**src/rtl/bram_port_controller.sv**
```systemverilog
// bram_port_controller: initiator for one port of a true-dual-port no-change BRAM.
// Issues valid/ready read/write requests on the BRAM pins, tracks read latency,
// returns read data in order through a credit-protected response FIFO, and
// offers a clear/fill sequence writing init_value to every address.
// Optional build macro BRAM_CTRL_PARITY_EN: adds an even-parity bit as the MSB
// of the BRAM data word and a rsp_err output flagging parity mismatches.
module bram_port_controller #(
  parameter int unsigned DATA_WIDTH   = 18,
  parameter int unsigned ADDR_WIDTH   = 10,
  parameter int unsigned READ_LATENCY = 2,
  parameter int unsigned RSP_DEPTH    = 4,
`ifdef BRAM_CTRL_PARITY_EN
  localparam int unsigned BW = DATA_WIDTH + 1
`else
  localparam int unsigned BW = DATA_WIDTH
`endif
) (
  input  logic                  clka,
  input  logic                  rsta_n,
  input  logic                  req_valid,
  output logic                  req_ready,
  input  logic                  req_we,
  input  logic [ADDR_WIDTH-1:0] req_addr,
  input  logic [DATA_WIDTH-1:0] req_wdata,
  output logic                  rsp_valid,
  input  logic                  rsp_ready,
  output logic [DATA_WIDTH-1:0] rsp_rdata,
`ifdef BRAM_CTRL_PARITY_EN
  output logic                  rsp_err,
`endif
  input  logic                  init_start,
  input  logic [DATA_WIDTH-1:0] init_value,
  output logic                  init_busy,
  output logic                  init_done,
  output logic                  bram_en,
  output logic                  bram_we,
  output logic [ADDR_WIDTH-1:0] bram_addr,
  output logic [BW-1:0]         bram_din,
  output logic                  bram_regce,
  output logic                  bram_rst,
  input  logic [BW-1:0]         bram_dout
);

  localparam int unsigned PW = (RSP_DEPTH > 1) ? $clog2(RSP_DEPTH) : 1;
  localparam int unsigned CW = $clog2(RSP_DEPTH + 1);
`ifdef BRAM_CTRL_PARITY_EN
  localparam int unsigned FW = DATA_WIDTH + 1;
`else
  localparam int unsigned FW = DATA_WIDTH;
`endif
  localparam logic [ADDR_WIDTH-1:0] LAST_ADDR = '1;

  typedef enum logic [1:0] {
    ST_IDLE  = 2'd0,
    ST_DRAIN = 2'd1,
    ST_INIT  = 2'd2
  } state_e;

  // Build the BRAM write word (parity bit on top when enabled).
  function automatic logic [BW-1:0] encode(input logic [DATA_WIDTH-1:0] data);
`ifdef BRAM_CTRL_PARITY_EN
    return {^data, data};
`else
    return data;
`endif
  endfunction

  state_e                  state_q, state_d;
  logic [CW-1:0]           outstanding_q, outstanding_d;
  logic                    en_q, en_d;
  logic                    we_q, we_d;
  logic [ADDR_WIDTH-1:0]   addr_q, addr_d;
  logic [BW-1:0]           din_q, din_d;
  logic                    brst_q, brst_d;
  logic                    init_busy_q, init_busy_d;
  logic                    init_done_q, init_done_d;
  logic [READ_LATENCY-1:0] rd_pipe_q, rd_pipe_d;
  logic [FW-1:0]           fifo_q [RSP_DEPTH];
  logic [FW-1:0]           fifo_d [RSP_DEPTH];
  logic [PW-1:0]           wr_ptr_q, wr_ptr_d;
  logic [PW-1:0]           rd_ptr_q, rd_ptr_d;
  logic [CW-1:0]           count_q, count_d;

  logic          accept;
  logic          accept_rd;
  logic          issue_rd;
  logic          push;
  logic          pop;
  logic [FW-1:0] push_entry;

  // Handshake qualifiers; ready only looks at state and credit.
  assign req_ready = rsta_n && (state_q == ST_IDLE) && (outstanding_q < CW'(RSP_DEPTH));
  assign accept    = req_valid && req_ready;
  assign accept_rd = accept && !req_we;
  assign issue_rd  = en_q && !we_q;
  assign push      = rd_pipe_q[READ_LATENCY-1];
  assign pop       = rsp_valid && rsp_ready;

`ifdef BRAM_CTRL_PARITY_EN
  // XOR across data and stored parity is 1 exactly on a mismatch.
  assign push_entry = {(^bram_dout), bram_dout[DATA_WIDTH-1:0]};
`else
  assign push_entry = bram_dout;
`endif

  // Next-state and BRAM pin drive: host requests in IDLE, fill writes in INIT.
  always_comb begin
    state_d     = state_q;
    en_d        = 1'b0;
    we_d        = 1'b0;
    addr_d      = '0;
    din_d       = '0;
    brst_d      = 1'b0;
    init_done_d = 1'b0;
    unique case (state_q)
      ST_IDLE: begin
        if (accept) begin
          en_d   = 1'b1;
          we_d   = req_we;
          addr_d = req_addr;
          din_d  = encode(req_wdata);
        end
        if (init_start) state_d = ST_DRAIN;
      end
      ST_DRAIN: begin
        if (!issue_rd && (rd_pipe_q == '0)) begin
          state_d = ST_INIT;
          en_d    = 1'b1;
          we_d    = 1'b1;
          addr_d  = '0;
          din_d   = encode(init_value);
        end
      end
      ST_INIT: begin
        if (addr_q == LAST_ADDR) begin
          state_d     = ST_IDLE;
          init_done_d = 1'b1;
        end else begin
          en_d   = 1'b1;
          we_d   = 1'b1;
          addr_d = addr_q + ADDR_WIDTH'(1);
          din_d  = encode(init_value);
        end
      end
      default: state_d = ST_IDLE;
    endcase
    init_busy_d = (state_d != ST_IDLE);
  end

  // Read-latency tags, response FIFO bookkeeping and outstanding-read credit.
  always_comb begin
    rd_pipe_d    = '0;
    rd_pipe_d[0] = issue_rd;
    for (int i = 1; i < int'(READ_LATENCY); i++) rd_pipe_d[i] = rd_pipe_q[i-1];
    fifo_d   = fifo_q;
    wr_ptr_d = wr_ptr_q;
    rd_ptr_d = rd_ptr_q;
    if (push) begin
      fifo_d[wr_ptr_q] = push_entry;
      wr_ptr_d         = wr_ptr_q + PW'(1);
    end
    if (pop) rd_ptr_d = rd_ptr_q + PW'(1);
    count_d       = count_q + CW'(push) - CW'(pop);
    outstanding_d = outstanding_q + CW'(accept_rd) - CW'(pop);
  end

  // State and datapath registers; reset clears all control asynchronously.
  always_ff @(posedge clka or negedge rsta_n) begin
    if (!rsta_n) begin
      state_q       <= ST_IDLE;
      outstanding_q <= '0;
      en_q          <= 1'b0;
      we_q          <= 1'b0;
      addr_q        <= '0;
      din_q         <= '0;
      brst_q        <= 1'b1;
      init_busy_q   <= 1'b0;
      init_done_q   <= 1'b0;
      rd_pipe_q     <= '0;
      wr_ptr_q      <= '0;
      rd_ptr_q      <= '0;
      count_q       <= '0;
      for (int i = 0; i < int'(RSP_DEPTH); i++) fifo_q[i] <= '0;
    end else begin
      state_q       <= state_d;
      outstanding_q <= outstanding_d;
      en_q          <= en_d;
      we_q          <= we_d;
      addr_q        <= addr_d;
      din_q         <= din_d;
      brst_q        <= brst_d;
      init_busy_q   <= init_busy_d;
      init_done_q   <= init_done_d;
      rd_pipe_q     <= rd_pipe_d;
      wr_ptr_q      <= wr_ptr_d;
      rd_ptr_q      <= rd_ptr_d;
      count_q       <= count_d;
      fifo_q        <= fifo_d;
    end
  end

  assign bram_en    = en_q;
  assign bram_we    = we_q;
  assign bram_addr  = addr_q;
  assign bram_din   = din_q;
  assign bram_regce = 1'b1;
  assign bram_rst   = brst_q;
  assign init_busy  = init_busy_q;
  assign init_done  = init_done_q;
  assign rsp_valid  = (count_q != '0);
  assign rsp_rdata  = fifo_q[rd_ptr_q][DATA_WIDTH-1:0];
`ifdef BRAM_CTRL_PARITY_EN
  assign rsp_err    = fifo_q[rd_ptr_q][DATA_WIDTH];
`endif

endmodule

```
**config.mk**
```make
export PLATFORM = sky130hd
export DESIGN_NAME = bram_port_controller
export DESIGN_NICKNAME = d
export VERILOG_FILES = /design/src/rtl/bram_port_controller.sv
export SDC_FILE = /design/constraint.sdc
export NUM_CORES = 1
export LEC_CHECK = 0
export CAP_MARGIN = 20
export CORE_MARGIN = 3
export CORE_UTILIZATION = 45
export DETAILED_ROUTE_END_ITERATION = 10
export DONT_BUFFER_PORTS = 1
export GPL_TIMING_DRIVEN = 0
export PLACE_DENSITY_LB_ADDON = 0.3
export REMOVE_ABC_BUFFERS = 1
export SYNTH_ARGS = -nofsm -noshare
export SYNTH_HDL_FRONTEND = slang
export SYNTH_SLANG_ARGS = --single-unit
export TNS_END_PERCENT = 10
```
**constraint.sdc**
```tcl
create_clock -name clka -period 2.06 [get_ports clka]
set_input_delay 0 -clock clka [delete_from_list [all_inputs] [get_ports clka]]
set_output_delay 0 -clock clka [all_outputs]
set_load 0.02 [all_outputs]
```
==> metrics.log <==
[metrics] outcome: finished with violations
[metrics] failing checks: hold timing, setup timing
[metrics] number of port buffers: 0
[metrics] clock-pin slew of the registers on the worst-case setup and hold paths: 0.05 ns
[metrics] count of maximum capacitance violations: 0
[metrics] start of the worst register-to-register path: state_q[0]$_DFF_PN0_
[metrics] Worst EP required: 2.35 ns
[metrics] CTS Hold Buffers Added: 67
[metrics] maximum frequency from static timing analysis: 411 MHz
[metrics] DP Wirelength: 6230 um
[metrics] worst clock skew on the final layout: 0.00860 ns
[metrics] number of antenna-violating nets in the routed design: 0
[metrics] Slew Viols, Final: 0
[metrics] number of enable flip-flop cells after synthesis: 0
[metrics] leak pwr: 2.83 nW
[metrics] setup-violating endpoint count in the final report: 4
[metrics] Avg Inst Size Synth: 15.1 sq um
[metrics] yosys synthesis warning count: 0
[metrics] max_slew headroom: 35.6%
[metrics] setup repair after global routing missed its margin: true
[metrics] final period utilization: 118%
[metrics] antenna diode count: 0
[metrics] Final Hold Violating Endpoints: 119
[metrics] DR DRC count: 0
[metrics] Clock Path Buffers: 2
[metrics] placer congestion estimate: 0.716
[metrics] Avg WL per Cell: 19.4 um
[metrics] RR Endpoint: outstanding_q[2]$_DFF_PN0_
[metrics] fin nets: 494
[metrics] detailed-route vias per instance: 5.43
[metrics] clock insertion delay at the later pin of the skew report: 0.41 ns
[metrics] element type at the critical path start: flop
[metrics] clock sink count: 119
[metrics] sequential fraction of the synthesis area: 58.5%
[metrics] DRC marker count from the first detailed-route iteration: 175
[metrics] via count of the first global-routing pass: 3,480
[metrics] number of core rows: 38
[metrics] Pre-antenna DRT Iters: 4
[metrics] most used flip-flop cell after synthesis: sky130_fd_sc_hd__dfrtp_1
[metrics] maximum resistive drop on vdd: 951 uV
[metrics] IO Pins: 124
[metrics] Total Die Area: 12,600 sq um
[metrics] Die W: 112 um
[metrics] Worst Path Arrival: 2.73 ns
[metrics] effective utilization at floorplan: 46.6%
[metrics] cell area reported after detailed placement: 5240 sq um
[metrics] share of flip-flops with an asynchronous set or reset after synthesis: 100%
[metrics] proportion of layout cells with a drive suffix above 1: 34.0%
[metrics] Area Growth Syn to Fin: 30.0%
[metrics] internal reg-to-reg setup slack: -0.37 ns
[metrics] top fanout value on the critical path: 5
[metrics] number of antenna violations at the first check in global routing: 0
[metrics] synthesized area: 5100 sq um
[metrics] sum of negative setup slack: -0.922 ns
[metrics] final wirelength: 11,000 um
[metrics] largest net degree at the start of global routing: 121
[metrics] H-tree lvl count: 4
[metrics] transition time at the pin with the least slew margin: 0.964 ns
[metrics] post-synthesis instance total: 338
[metrics] CTS buffer count: 17
[metrics] number of register bits inferred by synthesis: 119
[metrics] clock tree from TritonCTS: yes
[metrics] worst hold-check slack: -0.706 ns
[metrics] logic depth of the worst register-to-register path: 10
[metrics] post-route design area: 6630 sq um
[metrics] total power consumption of the routed design: 11.1 mW
[metrics] type of the worst setup path: reg -> reg
[metrics] clock period minus worst slack: 2.43 ns
[metrics] Core Region: 10,900 sq um
[metrics] Power per Cell Area: 1680 nW/um^2
[metrics] first-pass GRT wire length: 18,200 um
[metrics] total gr overflow: 0
[metrics] global-route usage over all layers: 18.8%
[metrics] Post-Place Worst Slack: -1.04 ns
[metrics] element type at the critical path end: flop
[metrics] Hold/Removal Path Class: in -> async
[metrics] via count: 3,075
[metrics] post-layout worst setup margin: -0.371 ns
[metrics] cell chosen for the clock root: sky130_fd_sc_hd__clkbuf_16
[metrics] Die Y-Extent: 112 um
[metrics] count of distinct cell types in the synthesized netlist: 34
[sequential cells by signal, summed over array words and instances, names as in the netlist, 3 cells and up]
name           count
bram_addr         10
bram_din          18
count_q            3
fifo_q            72
outstanding_q      3
[cells in the mapped netlist, drive strengths merged (3+ instances only)]
master,count,area [sq um]
inv,10,37.5
xor2,6,52.6
nand2,20,75.1
xnor2,9,78.8
nand2b,3,18.8
nor2,3,11.3
mux2,72,811
a22o,18,158
o21ai,11,55.1
dfrtp,118,2950
nand3,4,20.0
buf,15,90.1
ha,9,113
mux4,18,405
[power breakdown]
group / leakage [nW] / internal, mW / switching (mW) / total (mW)
logic: 1.07 / 1.93 / 1.61 / 3.54
clock network: 0.317 / 2.14 / 0.976 / 3.12
registers: 1.44 / 3.44 / 1.04 / 4.49
[per-layer routing]
layer  vias to the layer above  global-route usage (%)  part of all wire (%)
li1                       1367                       -                     -
met1                      1573                    22.5                    41
met2                       122                    30.4                    50
met3                        13                    7.76                   8.1
met4                         0                    7.69                   1.4
met5                         -                       0                     0
[critical path, stage by stage, from the launching register on]
cell and delay (ns):
sky130_fd_sc_hd__dfrtp_2 0.44, sky130_fd_sc_hd__nor4b_4 0.49, sky130_fd_sc_hd__and2_4 0.25, sky130_fd_sc_hd__nand2b_4 0.06, sky130_fd_sc_hd__ha_4 0.24, sky130_fd_sc_hd__inv_4 0.05, sky130_fd_sc_hd__ha_4 0.12, sky130_fd_sc_hd__inv_2 0.03
sky130_fd_sc_hd__fa_2 0.36, sky130_fd_sc_hd__xnor2_2 0.15, sky130_fd_sc_hd__xnor2_1 0.12
[how the worst max path moves through the flow]
stage                     depth (start not counted)                  startpoint                          to  slack, ns
after global placement                           10        state_q[0]$_DFF_PN0_  outstanding_q[2]$_DFF_PN0_      -1.63
after global routing                             10        state_q[0]$_DFF_PN0_  outstanding_q[2]$_DFF_PN0_      -0.49
after detailed placement                         10        state_q[0]$_DFF_PN0_  outstanding_q[2]$_DFF_PN0_      -1.04
final                                            10        state_q[0]$_DFF_PN0_  outstanding_q[2]$_DFF_PN0_      -0.37
after floorplan                                  10        state_q[0]$_DFF_PN0_  outstanding_q[2]$_DFF_PN0_      -1.16
after CTS                                        10  outstanding_q[2]$_DFF_PN0_  outstanding_q[2]$_DFF_PN0_      -0.42
[what timing repair did]
item,4_1_cts,5_1_grt
setup endpoints to repair,27,25
resized for setup,7,13
endpoints found under the hold margin,223,119
pin swaps,4,8
buffers inserted,1,0
[area by class of cell]
| cell class | instances | area, sq um |
|---|---|---|
| Multi-Input combinational cell | 194 | 2060 |
| Sequential cell | 119 | 2980 |
| Timing Repair Buffer | 71 | 732 |
| Clock buffer | 23 | 488 |
| Clock inverter | 9 | 145 |
| Inverter | 10 | 40.0 |
| Tap cell | 140 | 175 |
| Fill cell | 832 | 4310 |
[through the flow]
step / utilization [%] / instances / hold WS [ns]
finish: 60.6 / 566 / -0.706
detailed placement: 47.9 / 465 / -0.292
floorplan: - / 323 / -0.296
CTS: 60.1 / 565 / -0.738
global route: 60.6 / 566 / -0.735
global placement: 47.4 / 463 / -0.290
[placed cells by master (no fill, tap or decap), types with 3 or more instances in the layout]
master / synthesis / final
sky130_fd_sc_hd__a22o_1: 18 / 18
sky130_fd_sc_hd__dlygate4sd3_1: 0 / 67
sky130_fd_sc_hd__dfrtp_1: 118 / 114
sky130_fd_sc_hd__clkinv_2: 0 / 5
sky130_fd_sc_hd__mux4_2: 18 / 18
sky130_fd_sc_hd__nand3_1: 4 / 4
sky130_fd_sc_hd__o21ai_0: 11 / 11
sky130_fd_sc_hd__xor2_1: 6 / 6
sky130_fd_sc_hd__mux2_2: 72 / 72
sky130_fd_sc_hd__ha_1: 9 / 7
sky130_fd_sc_hd__clkbuf_16: 0 / 17
sky130_fd_sc_hd__bufinv_16: 0 / 4
sky130_fd_sc_hd__nor2_1: 3 / 3
sky130_fd_sc_hd__nand2_1: 20 / 20
sky130_fd_sc_hd__clkbuf_8: 0 / 4
sky130_fd_sc_hd__dfrtp_2: 0 / 4
sky130_fd_sc_hd__inv_1: 10 / 8
sky130_fd_sc_hd__xnor2_1: 9 / 8
[cell families after synthesis]
| logic type | synth area share, % |
|---|---|
| mux | 23.9 |
| other cells | 0.147 |
| simple gates | 4.32 |
| fa+ha+maj | 3.00 |
| compound gates | 5.13 |
| buf+inv | 2.50 |
| flops | 58.5 |
| xor+xnor | 2.58 |
Note: power is estimated with default switching activity, not from simulation.
